## src/rtl/trap_if.sv

```systemverilog
// trap_if: bundles the trap_sequencer request, CSR handshake and status signals.
// master: pipeline/CSR side driving requests and csr_ack; slave: the sequencer.
interface trap_if #(
  parameter int NUM_EXC = 4,
  parameter int CNT_W   = 16
);
  logic [NUM_EXC-1:0]    exc_valid;
  logic [NUM_EXC*32-1:0] exc_cause;
  logic [NUM_EXC*32-1:0] exc_pc;
  logic                  irq_pending;
  logic [31:0]           irq_cause;
  logic                  mret_req;
  logic [31:0]           retire_pc;
  logic                  pipe_idle;
  logic                  csr_ack;
  logic                  stall;
  logic                  trap_commit;
  logic                  mret_commit;
  logic                  trap_is_irq;
  logic [31:0]           trap_cause;
  logic [31:0]           trap_epc;
  logic                  flush;
  logic                  busy;
  logic [CNT_W-1:0]      trap_count;
  modport master (
    output exc_valid, exc_cause, exc_pc, irq_pending, irq_cause, mret_req,
           retire_pc, pipe_idle, csr_ack,
    input  stall, trap_commit, mret_commit, trap_is_irq, trap_cause, trap_epc,
           flush, busy, trap_count
  );
  modport slave (
    input  exc_valid, exc_cause, exc_pc, irq_pending, irq_cause, mret_req,
           retire_pc, pipe_idle, csr_ack,
    output stall, trap_commit, mret_commit, trap_is_irq, trap_cause, trap_epc,
           flush, busy, trap_count
  );
endinterface

```

## src/rtl/trap_sequencer.sv

```systemverilog
// trap_sequencer: arbitrates exceptions, the external interrupt and mret, drains
// the pipeline, hands one captured commit to the CSR unit (req/ack), then flushes.
// Ports: clk, reset (async, active-high), bus (trap_if.slave: requests in,
// stall/commit/cause/epc/flush/busy/trap_count out).
module trap_sequencer #(
  parameter int NUM_EXC      = 4,
  parameter int DRAIN_CYCLES = 2,
  parameter int CNT_W        = 16
) (
  input logic   clk,
  input logic   reset,
  trap_if.slave bus
);
  typedef enum logic [1:0] {IDLE, DRAIN, COMMIT, FLUSH} state_t;
  localparam int DW = $clog2(DRAIN_CYCLES + 1);
  localparam logic [DW-1:0] DLAST = DW'(DRAIN_CYCLES - 1);
  state_t           state, state_n;
  logic [DW-1:0]    drain_cnt, drain_n;
  logic             mret_f, mret_n;
  logic             is_irq, irq_n;
  logic [31:0]      cause, cause_n, epc, epc_n;
  logic [CNT_W-1:0] count, count_n;
  logic [31:0]      sel_cause, sel_pc;
  logic             exc_any;
  assign exc_any = |bus.exc_valid;
  always_comb begin
    sel_cause = '0;
    sel_pc = '0;
    for (int i = NUM_EXC - 1; i >= 0; i--)
      if (bus.exc_valid[i]) begin
        sel_cause = bus.exc_cause[32*i +: 32];
        sel_pc = bus.exc_pc[32*i +: 32];
      end
  end
  always_comb begin
    state_n = state;
    drain_n = drain_cnt;
    mret_n = mret_f;
    irq_n = is_irq;
    cause_n = cause;
    epc_n = epc;
    count_n = count;
    case (state)
      IDLE:
        if (exc_any) begin
          state_n = COMMIT;
          cause_n = sel_cause & 32'h7fff_ffff;
          epc_n = sel_pc;
          irq_n = 1'b0;
          mret_n = 1'b0;
        end else if (bus.irq_pending) begin
          state_n = DRAIN;
          drain_n = '0;
          irq_n = 1'b1;
          mret_n = 1'b0;
        end else if (bus.mret_req) begin
          state_n = COMMIT;
          mret_n = 1'b1;
          irq_n = 1'b0;
        end
      DRAIN: begin
        // Saturating at the threshold keeps a long drain from wrapping the count.
        drain_n = drain_cnt == DLAST ? drain_cnt : drain_cnt + 1'b1;
        if (exc_any) begin
          state_n = COMMIT;
          cause_n = sel_cause & 32'h7fff_ffff;
          epc_n = sel_pc;
          irq_n = 1'b0;
        end else if (!bus.irq_pending) begin
          state_n = IDLE;
        end else if (bus.pipe_idle && drain_cnt >= DLAST) begin
          state_n = COMMIT;
          cause_n = bus.irq_cause | 32'h8000_0000;
          epc_n = bus.retire_pc;
        end
      end
      COMMIT:
        if (bus.csr_ack) begin
          state_n = FLUSH;
          count_n = (!mret_f && count != '1) ? count + 1'b1 : count;
        end
      default: state_n = IDLE;
    endcase
  end
  always_ff @(posedge clk or posedge reset)
    if (reset) begin
      state <= IDLE;
      drain_cnt <= '0;
      mret_f <= 1'b0;
      is_irq <= 1'b0;
      cause <= '0;
      epc <= '0;
      count <= '0;
    end else begin
      state <= state_n;
      drain_cnt <= drain_n;
      mret_f <= mret_n;
      is_irq <= irq_n;
      cause <= cause_n;
      epc <= epc_n;
      count <= count_n;
    end
  assign bus.stall = state != IDLE;
  assign bus.busy = state != IDLE;
  assign bus.trap_commit = state == COMMIT && !mret_f;
  assign bus.mret_commit = state == COMMIT && mret_f;
  assign bus.flush = state == FLUSH;
  assign bus.trap_is_irq = is_irq;
  assign bus.trap_cause = cause;
  assign bus.trap_epc = epc;
  assign bus.trap_count = count;
endmodule

```

## src/flat_wrapper.sv

```systemverilog
// flat-port wrapper written by rule: the top's interface ports become plain ports
module trap_sequencer_flat 
#(
  parameter int NUM_EXC      = 4,
  parameter int DRAIN_CYCLES = 2,
  parameter int CNT_W        = 16
)
  (clk, reset, bus_exc_valid, bus_exc_cause, bus_exc_pc, bus_irq_pending, bus_irq_cause, bus_mret_req, bus_retire_pc, bus_pipe_idle, bus_csr_ack, bus_stall, bus_trap_commit, bus_mret_commit, bus_trap_is_irq, bus_trap_cause, bus_trap_epc, bus_flush, bus_busy, bus_trap_count);
  trap_if #(.NUM_EXC(NUM_EXC), .CNT_W(CNT_W)) bus_i ();
  input logic clk;
  input logic reset;
  input wire logic [$bits(bus_i.exc_valid)-1:0] bus_exc_valid;
  input wire logic [$bits(bus_i.exc_cause)-1:0] bus_exc_cause;
  input wire logic [$bits(bus_i.exc_pc)-1:0] bus_exc_pc;
  input wire logic [$bits(bus_i.irq_pending)-1:0] bus_irq_pending;
  input wire logic [$bits(bus_i.irq_cause)-1:0] bus_irq_cause;
  input wire logic [$bits(bus_i.mret_req)-1:0] bus_mret_req;
  input wire logic [$bits(bus_i.retire_pc)-1:0] bus_retire_pc;
  input wire logic [$bits(bus_i.pipe_idle)-1:0] bus_pipe_idle;
  input wire logic [$bits(bus_i.csr_ack)-1:0] bus_csr_ack;
  output wire logic [$bits(bus_i.stall)-1:0] bus_stall;
  output wire logic [$bits(bus_i.trap_commit)-1:0] bus_trap_commit;
  output wire logic [$bits(bus_i.mret_commit)-1:0] bus_mret_commit;
  output wire logic [$bits(bus_i.trap_is_irq)-1:0] bus_trap_is_irq;
  output wire logic [$bits(bus_i.trap_cause)-1:0] bus_trap_cause;
  output wire logic [$bits(bus_i.trap_epc)-1:0] bus_trap_epc;
  output wire logic [$bits(bus_i.flush)-1:0] bus_flush;
  output wire logic [$bits(bus_i.busy)-1:0] bus_busy;
  output wire logic [$bits(bus_i.trap_count)-1:0] bus_trap_count;
  assign bus_i.exc_valid = bus_exc_valid;
  assign bus_i.exc_cause = bus_exc_cause;
  assign bus_i.exc_pc = bus_exc_pc;
  assign bus_i.irq_pending = bus_irq_pending;
  assign bus_i.irq_cause = bus_irq_cause;
  assign bus_i.mret_req = bus_mret_req;
  assign bus_i.retire_pc = bus_retire_pc;
  assign bus_i.pipe_idle = bus_pipe_idle;
  assign bus_i.csr_ack = bus_csr_ack;
  assign bus_stall = bus_i.stall;
  assign bus_trap_commit = bus_i.trap_commit;
  assign bus_mret_commit = bus_i.mret_commit;
  assign bus_trap_is_irq = bus_i.trap_is_irq;
  assign bus_trap_cause = bus_i.trap_cause;
  assign bus_trap_epc = bus_i.trap_epc;
  assign bus_flush = bus_i.flush;
  assign bus_busy = bus_i.busy;
  assign bus_trap_count = bus_i.trap_count;
  trap_sequencer #(.NUM_EXC(NUM_EXC), .DRAIN_CYCLES(DRAIN_CYCLES), .CNT_W(CNT_W)) u_core (.clk(clk), .reset(reset), .bus(bus_i));
endmodule
```

## config.mk

```make
export PLATFORM = sky130hd
export DESIGN_NAME = trap_sequencer_flat
export DESIGN_NICKNAME = d
export VERILOG_FILES = /design/src/rtl/trap_if.sv /design/src/rtl/trap_sequencer.sv /design/src/flat_wrapper.sv
export SDC_FILE = /design/constraint.sdc
export NUM_CORES = 1
export LEC_CHECK = 0
export CORE_AREA = 4 4 159 161
export CTS_BUF_LIST = sky130_fd_sc_hd__clkbuf_16
export CTS_CLUSTER_SIZE = 25
export DETAILED_ROUTE_END_ITERATION = 10
export DIE_AREA = 0 0 163 165
export GPL_ROUTABILITY_DRIVEN = 0
export RECOVER_POWER = 50
export SKIP_LAST_GASP = 1
export SYNTH_ARGS = -nofsm -noshare
export SYNTH_HDL_FRONTEND = slang
export SYNTH_SLANG_ARGS = --single-unit
```

## constraint.sdc

```tcl
create_clock -name clk -period 4 [get_ports clk]
set_input_delay 0.8 -clock clk [delete_from_list [all_inputs] [get_ports clk]]
set_output_delay 0.8 -clock clk [all_outputs]
set_load 0.005 [all_outputs]
```

==> impl_metrics.env, run 1 <==
export IMPL_final_max_slew_viol_count=0
export IMPL_dpl_cell_area_um2=10330
export IMPL_synth_ff_type="dfrtp_1"
export IMPL_synthTopCellsByCount="dfrtp_1, o21ai_0, nand2_1"
export IMPL_synth_most_common_cell="dfrtp_1"
export IMPL_cts_clk_slew_worst_paths_ns=0.06
export IMPL_vias=6923
export IMPL_dr_pass1_iters=4
export IMPL_synth_edf_count=0
export IMPL_tightest_slew_ns=0.7052
export IMPL_hpwlAfterDp_um=20330
export IMPL_slew_headroom_pct=52.98
export IMPL_cp_end_kind="flip-flop"
export IMPL_die_x_um=163
export IMPL_setup_violations=0
export IMPL_cts_buffers=9
export IMPL_postCtsSetupBuffers=0
export IMPL_final_area_um2=10640
export IMPL_cts_resized=0
export IMPL_htree_levels=3
export IMPL_io_buffers=410
export IMPL_ir_worst_vdd_v=0.0002045
export IMPL_syn_avg_cell_area_um2=8.553
export IMPL_cts_hold_buf=0
export IMPL_avgRoutedWirePerCell_um=19.49
export IMPL_setup_tns_ns=0
export IMPL_fin_nets=1396
export IMPL_p_int_mw=2.952
export IMPL_rows=57
export IMPL_min_to="u_core.bus.trap_cause[23]$_DFFE_PP0P_"
export IMPL_cts_root_buf="clkbuf_16"
export IMPL_drt_iter0_drc=333
export IMPL_outcome="finished clean"
export IMPL_yosysSeqAreaShare_pct=35.95
export IMPL_critical_path_class="input pin to flip-flop"
export IMPL_syn_inst=700
export IMPL_fp_dieH_um=165
export IMPL_fillers=2441
export IMPL_finClkSkew_ns=0.006202
export IMPL_setup_worst_path_start_class="input pin"
export IMPL_seq_power_share_pct=32.2
export IMPL_initial_core_util_pct=24.98
export IMPL_grt_start_max_net_pins=127
export IMPL_cellPowerDensity_nw_per_um2=422.9
export IMPL_fp_coreArea_um2=23960
export IMPL_synth_area_leaders="dfrtp_1, a221o_1, a221oi_2"
export IMPL_ios=416
export IMPL_hold_viol=0
export IMPL_first_global_vias=6956
export IMPL_yosysWarnings=0
export IMPL_grt_pass1_wl_um=39920
export IMPL_synth_top_area_share_pct=35.95
export IMPL_r2r_cells=4
export IMPL_yosys_area_top_type="dfrtp_1"
export IMPL_cts_sinks=86
export IMPL_antenna_found_initial=0
export IMPL_area_delta_synth_final_pct=77.76
export IMPL_die_area_um2=26900
export IMPL_clockBufferDepth=2
export IMPL_pwr_share_clk_pct=20.0
export IMPL_vias_per_cell=4.973
export IMPL_crit_start="bus_exc_valid[3]"
export IMPL_worst_ep_arrival_time_ns=3.00
export IMPL_worstHoldStart="u_core.bus.trap_cause[23]$_DFFE_PP0P_"
export IMPL_cts_tree="done"
export IMPL_synth_seq_cells=86
export IMPL_regToRegSetupSlack_ns=1.89
export IMPL_grt_overflow=0
export IMPL_wl_um=27130
export IMPL_layout_worst_path_cycle_share_pct=68.44
export IMPL_syn_nets=1033
export IMPL_drc=0
export IMPL_synth_async_sr_flop_share_pct=100.0
export IMPL_worstReg2RegStart="u_core.state[1]$_DFFE_PP0P_"
export IMPL_p_leak_nw=4.279
export IMPL_postRouteAntennaNets=0
export IMPL_antenna_cells=0
export IMPL_min_period_ns=2.738
export IMPL_crit_fanout=29
export IMPL_fmax_mhz=365.3
export IMPL_r2r_end="u_core.bus.trap_count[15]$_DFFE_PP0P_"
export IMPL_p_switching_mw=1.548
export IMPL_drv_cap=0
export IMPL_clkLatencyLatePin_ns=0.34
export IMPL_synth_cell_types=40
export IMPL_p_sw_share_pct=34.40
export IMPL_rsz0062_at_grt="false"
export IMPL_combPwrFrac_pct=47.8
export IMPL_gr_usage_all_layers_pct=18.99
export IMPL_drive_above_1_share_pct=7.116
export IMPL_synth_area_um2=5987
export IMPL_worstPathRequired_ns=4.26
export IMPL_hp_class="flip-flop to flip-flop"
export IMPL_hold_depth=2
[registers in the layout, summed over array words and instances (netlist names)]
name and flops:
u_core.bus.trap_epc 32, u_core.bus.trap_cause 32, u_core.bus.trap_count 16, u_core.state 2, u_core.drain_cnt 2, u_core.bus.trap_is_irq 1, u_core.mret_f 1
[per-stage QoR]
stage / instances / setup WS, ns / total power, mW / hold WS (ns) / util, %
2_1_floorplan: 700 / 0.9782 / 2.321 / 0.4712 / -
3_3_place_gp: 1376 / 0.9508 / 3.679 / 0.4637 / 43.12
3_5_place_dp: 1376 / 0.9341 / 3.712 / 0.4747 / 43.12
4_1_cts: 1392 / 1.283 / 4.646 / 0.4885 / 44.43
5_1_grt: 1392 / 1.168 / 4.849 / 0.5111 / 44.41
6_report: 1392 / 1.262 / 4.501 / 0.4766 / 44.41
[worst max path at each step]
stage / to / slack (ns) / cells after the start
after CTS: u_core.bus.trap_epc[0]$_DFFE_PP0P_ / 1.28 / 6
after global placement: u_core.bus.trap_epc[0]$_DFFE_PP0P_ / 0.95 / 6
final: u_core.bus.trap_epc[0]$_DFFE_PP0P_ / 1.26 / 6
after detailed placement: u_core.bus.trap_epc[0]$_DFFE_PP0P_ / 0.93 / 6
after global routing: bus_trap_commit / 1.17 / 2
after floorplan: u_core.bus.trap_cause[0]$_DFFE_PP0P_ / 0.98 / 1
[cells in the final DEF, fill, tap and decap left out, types with 6 or more instances in the layout]
master           Yosys  final
a21oi_1             71     70
a221o_1             63     63
a221oi_2            38     38
nand3_1              6      6
xor2_1              10     10
dlygate4sd3_1        0     35
nor3_1               8      8
clkdlybuf4s50_1      0    372
dfrtp_1             86     86
o21ai_1             60     60
a221oi_1            25     25
buf_4                4     10
clkbuf_16            0      9
inv_1               71     71
nand2_1             72     72
o21ai_0             74     74
nor2_1               6      6
[cell type report]
cell class / count / area, µm² / area share (%)
inverters: 71 / 267.8 / 2.516
repair buffers: 423 / 4254 / 39.97
flip-flops and latches: 86 / 2152 / 20.22
clock buffers: 9 / 225.2 / 2.116
clock inverters: 7 / 88.84 / 0.8347
well taps: 324 / 405.4 / 3.809
multi-input cells: 472 / 3249 / 30.53
[power by group through the flow]
stage | clock [mW] | sequential (mW) | combinational, mW
after floorplan | 0 | 1.46 | 0.866
after global placement | 0 | 1.46 | 2.22
after detailed placement | 0 | 1.47 | 2.24
after CTS | 0.937 | 1.46 | 2.25
after global routing | 0.973 | 1.51 | 2.37
final | 0.901 | 1.45 | 2.15
[routing by layer]
| layer | GRT usage (%) | part of all wire [%] |
|---|---|---|
| met5 | 0 | 0 |
| met4 | 5.452 | 2.4 |
| met3 | 5.216 | 7.3 |
| met2 | 32.81 | 50 |
| met1 | 23.23 | 41 |
[kinds of logic after synthesis]
kind of cell / synth area share [%]
compound gates: 42.05
xor+xnor: 1.463
fa+ha+maj: 0.6270
buf+inv: 10.16
flops: 35.95
mux: 0.1881
simple gates: 9.572
[worst max-delay path, stage by stage]
cell             delay, ns
clkdlybuf4s50_1       0.46
nor4_4                0.59
nor3b_4               0.35
buf_4                 0.41
a221oi_1              0.16
o21ai_1               0.19
Note: power is estimated with default switching activity, not from simulation.
==> run 2, diff against run 1 <==
- CORE_AREA: 4 4 159 161 -> 4 4 162 164
- DIE_AREA: 0 0 163 165 -> 0 0 166 168
- clock period: 4 -> 2.2 ns (I/O delays scaled with it)
==> run 2 against run 1 <==
Against the previous run:
- non-clock buffer count grew 32
- utilization shrank 0.39 points
- power grew 86%
- routed wire length grew 3.3%
- highest routed layer unchanged
==> impl_metrics.env, run 2 (synthesized netlist as in run 1, its figures left out) <==
export IMPL_crit_fanout=9
export IMPL_critPathBufInv=2
export IMPL_cellPowerDensity_nw_per_um2=762.0
export IMPL_p_leak_nw=4.453
export IMPL_crit_cells=3
export IMPL_hp_class="flip-flop to flip-flop"
export IMPL_finClkSkew_ns=0.01144
export IMPL_crit_start="u_core.state[0]$_DFFE_PP0P_"
export IMPL_final_common_cell="clkdlybuf4s50_1"
export IMPL_fp_dieH_um=168
export IMPL_vias=7107
export IMPL_initial_core_util_pct=24.05
export IMPL_fmax_mhz=476.7
export IMPL_cp_cell_sequence="nor2_1 -> inv_1 -> clkdlybuf4s50_1"
export IMPL_first_global_vias=7067
export IMPL_grt_overflow=0
export IMPL_io_buffers=410
export IMPL_grt_pass1_wl_um=41430
export IMPL_clkLatencyLatePin_ns=0.35
export IMPL_ios=416
export IMPL_rows=58
export IMPL_die_area_um2=27890
export IMPL_drv_cap=0
export IMPL_most_common_layout_cells="clkdlybuf4s50_1, dfrtp_1, o21ai_0, nand2_1"
export IMPL_worst_ep_arrival_time_ns=1.66
export IMPL_cp_slowest_cell="clkdlybuf4s50_1"
export IMPL_clockBufferDepth=2
export IMPL_outcome="finished clean"
export IMPL_worstPathRequired_ns=1.76
export IMPL_antenna_cells=0
export IMPL_drt_iter0_drc=324
export IMPL_cp_end_kind="primary output"
export IMPL_critPathTopFamily="buffers and inverters"
export IMPL_stdcell_count=1430
export IMPL_crit_path_max_incr_delay_ns=0.53
export IMPL_grt_start_max_net_pins=127
export IMPL_r2r_end="u_core.bus.trap_epc[15]$_DFFE_PP0P_"
export IMPL_avgRoutedWirePerCell_um=19.60
export IMPL_tightest_slew_ns=1.259
export IMPL_drive_above_1_share_pct=10.18
export IMPL_hpwlAfterDp_um=21570
export IMPL_gr_usage_all_layers_pct=18.85
export IMPL_cts_hold_buf=0
export IMPL_cts_tree="done"
export IMPL_vias_per_cell=4.970
export IMPL_place_inst=1414
export IMPL_slew_headroom_pct=16.04
export IMPL_fp_coreArea_um2=24890
export IMPL_setup_worst_path_start_class="flip-flop"
export IMPL_cp_endpoint="bus_busy"
export IMPL_cts_clk_slew_worst_paths_ns=0.06
export IMPL_layout_worst_path_cycle_share_pct=95.35
export IMPL_worstReg2RegStart="u_core.drain_cnt[0]$_DFFE_PP0P_"
export IMPL_cts_root_buf="clkbuf_16"
export IMPL_critical_path_class="flip-flop to primary output"
export IMPL_rsz0062_at_grt="false"
export IMPL_setup_tns_ns=0
export IMPL_area_delta_synth_final_pct=83.03
export IMPL_fillers=2452
export IMPL_p_total_mw=8.350
export IMPL_final_max_slew_viol_count=0
export IMPL_setup_violations=0
export IMPL_drc=0
export IMPL_wl_met3_um=1933
export IMPL_cts_sinks=86
export IMPL_regToRegSetupSlack_ns=0.21
export IMPL_wl_met1_um=11400
export IMPL_die_x_um=166
export IMPL_ir_worst_vdd_v=0.0002966
export IMPL_wl_um=28030
export IMPL_min_period_ns=2.098
export IMPL_top_layer_used="met4"
export IMPL_htree_levels=3
export IMPL_dr_pass1_iters=5
export IMPL_antenna_found_initial=0
export IMPL_r2r_cells=7
export IMPL_cts_buffers=9
export IMPL_timing_hold_ws_ns=0.4748
export IMPL_hold_viol=0
export IMPL_fin_nets=1428
export IMPL_postRouteAntennaNets=0
export IMPL_wl_met2_um=14170
[run 2: changes by cell type in the layout (fill, tap and decap cells not counted), sizes merged]
cell / change
bufinv: -1
clkbuf: +1
buf: +31
dlygate4sd3: +2
clkinvlp: +1
clkdlybuf4s50: -2
[run 2: layout make-up]
class	instances	area, µm²	share of cell area, %
Timing Repair Buffer	455	4569	41.70
Clock buffer	9	225.2	2.055
Tap cell	330	412.9	3.768
Sequential cell	86	2153	19.65
Multi-Input combinational cell	472	3254	29.70
Inverter	71	270.3	2.466
Clock inverter	7	72.57	0.6623
[run 2: where the power goes]
part / leakage, nW / total [mW] / switching [mW] / internal [mW]
clock: 0.144 / 1.58 / 0.696 / 0.886
sequential: 1.08 / 2.63 / 0.413 / 2.22
combinational: 3.23 / 4.14 / 1.81 / 2.33
[run 2: how the worst min path moves through the flow]
stage / start / end / slack [ns] / depth (start not counted)
floorplan: u_core.bus.trap_cause[4]$_DFFE_PP0P_ / u_core.bus.trap_cause[4]$_DFFE_PP0P_ / 0.47 / 2
global placement: u_core.bus.trap_cause[6]$_DFFE_PP0P_ / u_core.bus.trap_cause[6]$_DFFE_PP0P_ / 0.46 / 2
detailed placement: u_core.bus.trap_cause[27]$_DFFE_PP0P_ / u_core.bus.trap_cause[27]$_DFFE_PP0P_ / 0.47 / 2
CTS: u_core.bus.trap_cause[27]$_DFFE_PP0P_ / u_core.bus.trap_cause[27]$_DFFE_PP0P_ / 0.49 / 2
global route: u_core.bus.trap_epc[19]$_DFFE_PP0P_ / u_core.bus.trap_epc[19]$_DFFE_PP0P_ / 0.50 / 2
finish: u_core.bus.trap_cause[27]$_DFFE_PP0P_ / u_core.bus.trap_cause[27]$_DFFE_PP0P_ / 0.47 / 2
[run 2: timing repair]
item,in CTS,in global routing
hold endpoints to repair,0,0
buffers inserted,0,0
setup endpoints to repair,1,1
pin swaps,0,0
gates resized for setup,1,1
[run 2: tightest hold or removal path, cell delays in order (launching register included)]
cell and delay [ns]:
dfrtp_1 0.34, nand2_1 0.04, o21ai_1 0.06
[run 2: stage by stage]
step                instance area, µm²  worst slack (ns)  utilization [%]
global placement                 10670           -0.2051            42.87
detailed placement               10670           -0.2409            42.87
CTS                              10970           0.01415            44.07
global route                     10960           0.01601            44.02
finish                           10960            0.1022            44.02
floorplan                         5991            0.4313                -
[run 2: per-layer routing]
metal | vias to the layer above | track usage (%)
met4 | 0 | 5.129
li1 | 3432 | -
met3 | 31 | 4.461
met1 | 3346 | 23.18
met5 | - | 0
met2 | 298 | 33.15
==> run 3, diff against run 2 <==
- CAP_MARGIN: not set -> 5
- CTS_CLUSTER_DIAMETER: not set -> 200
- TNS_END_PERCENT: not set -> 1
==> results of run 3 <==
Same layout as run 2: the final DEF is identical, and so are final timing and power.
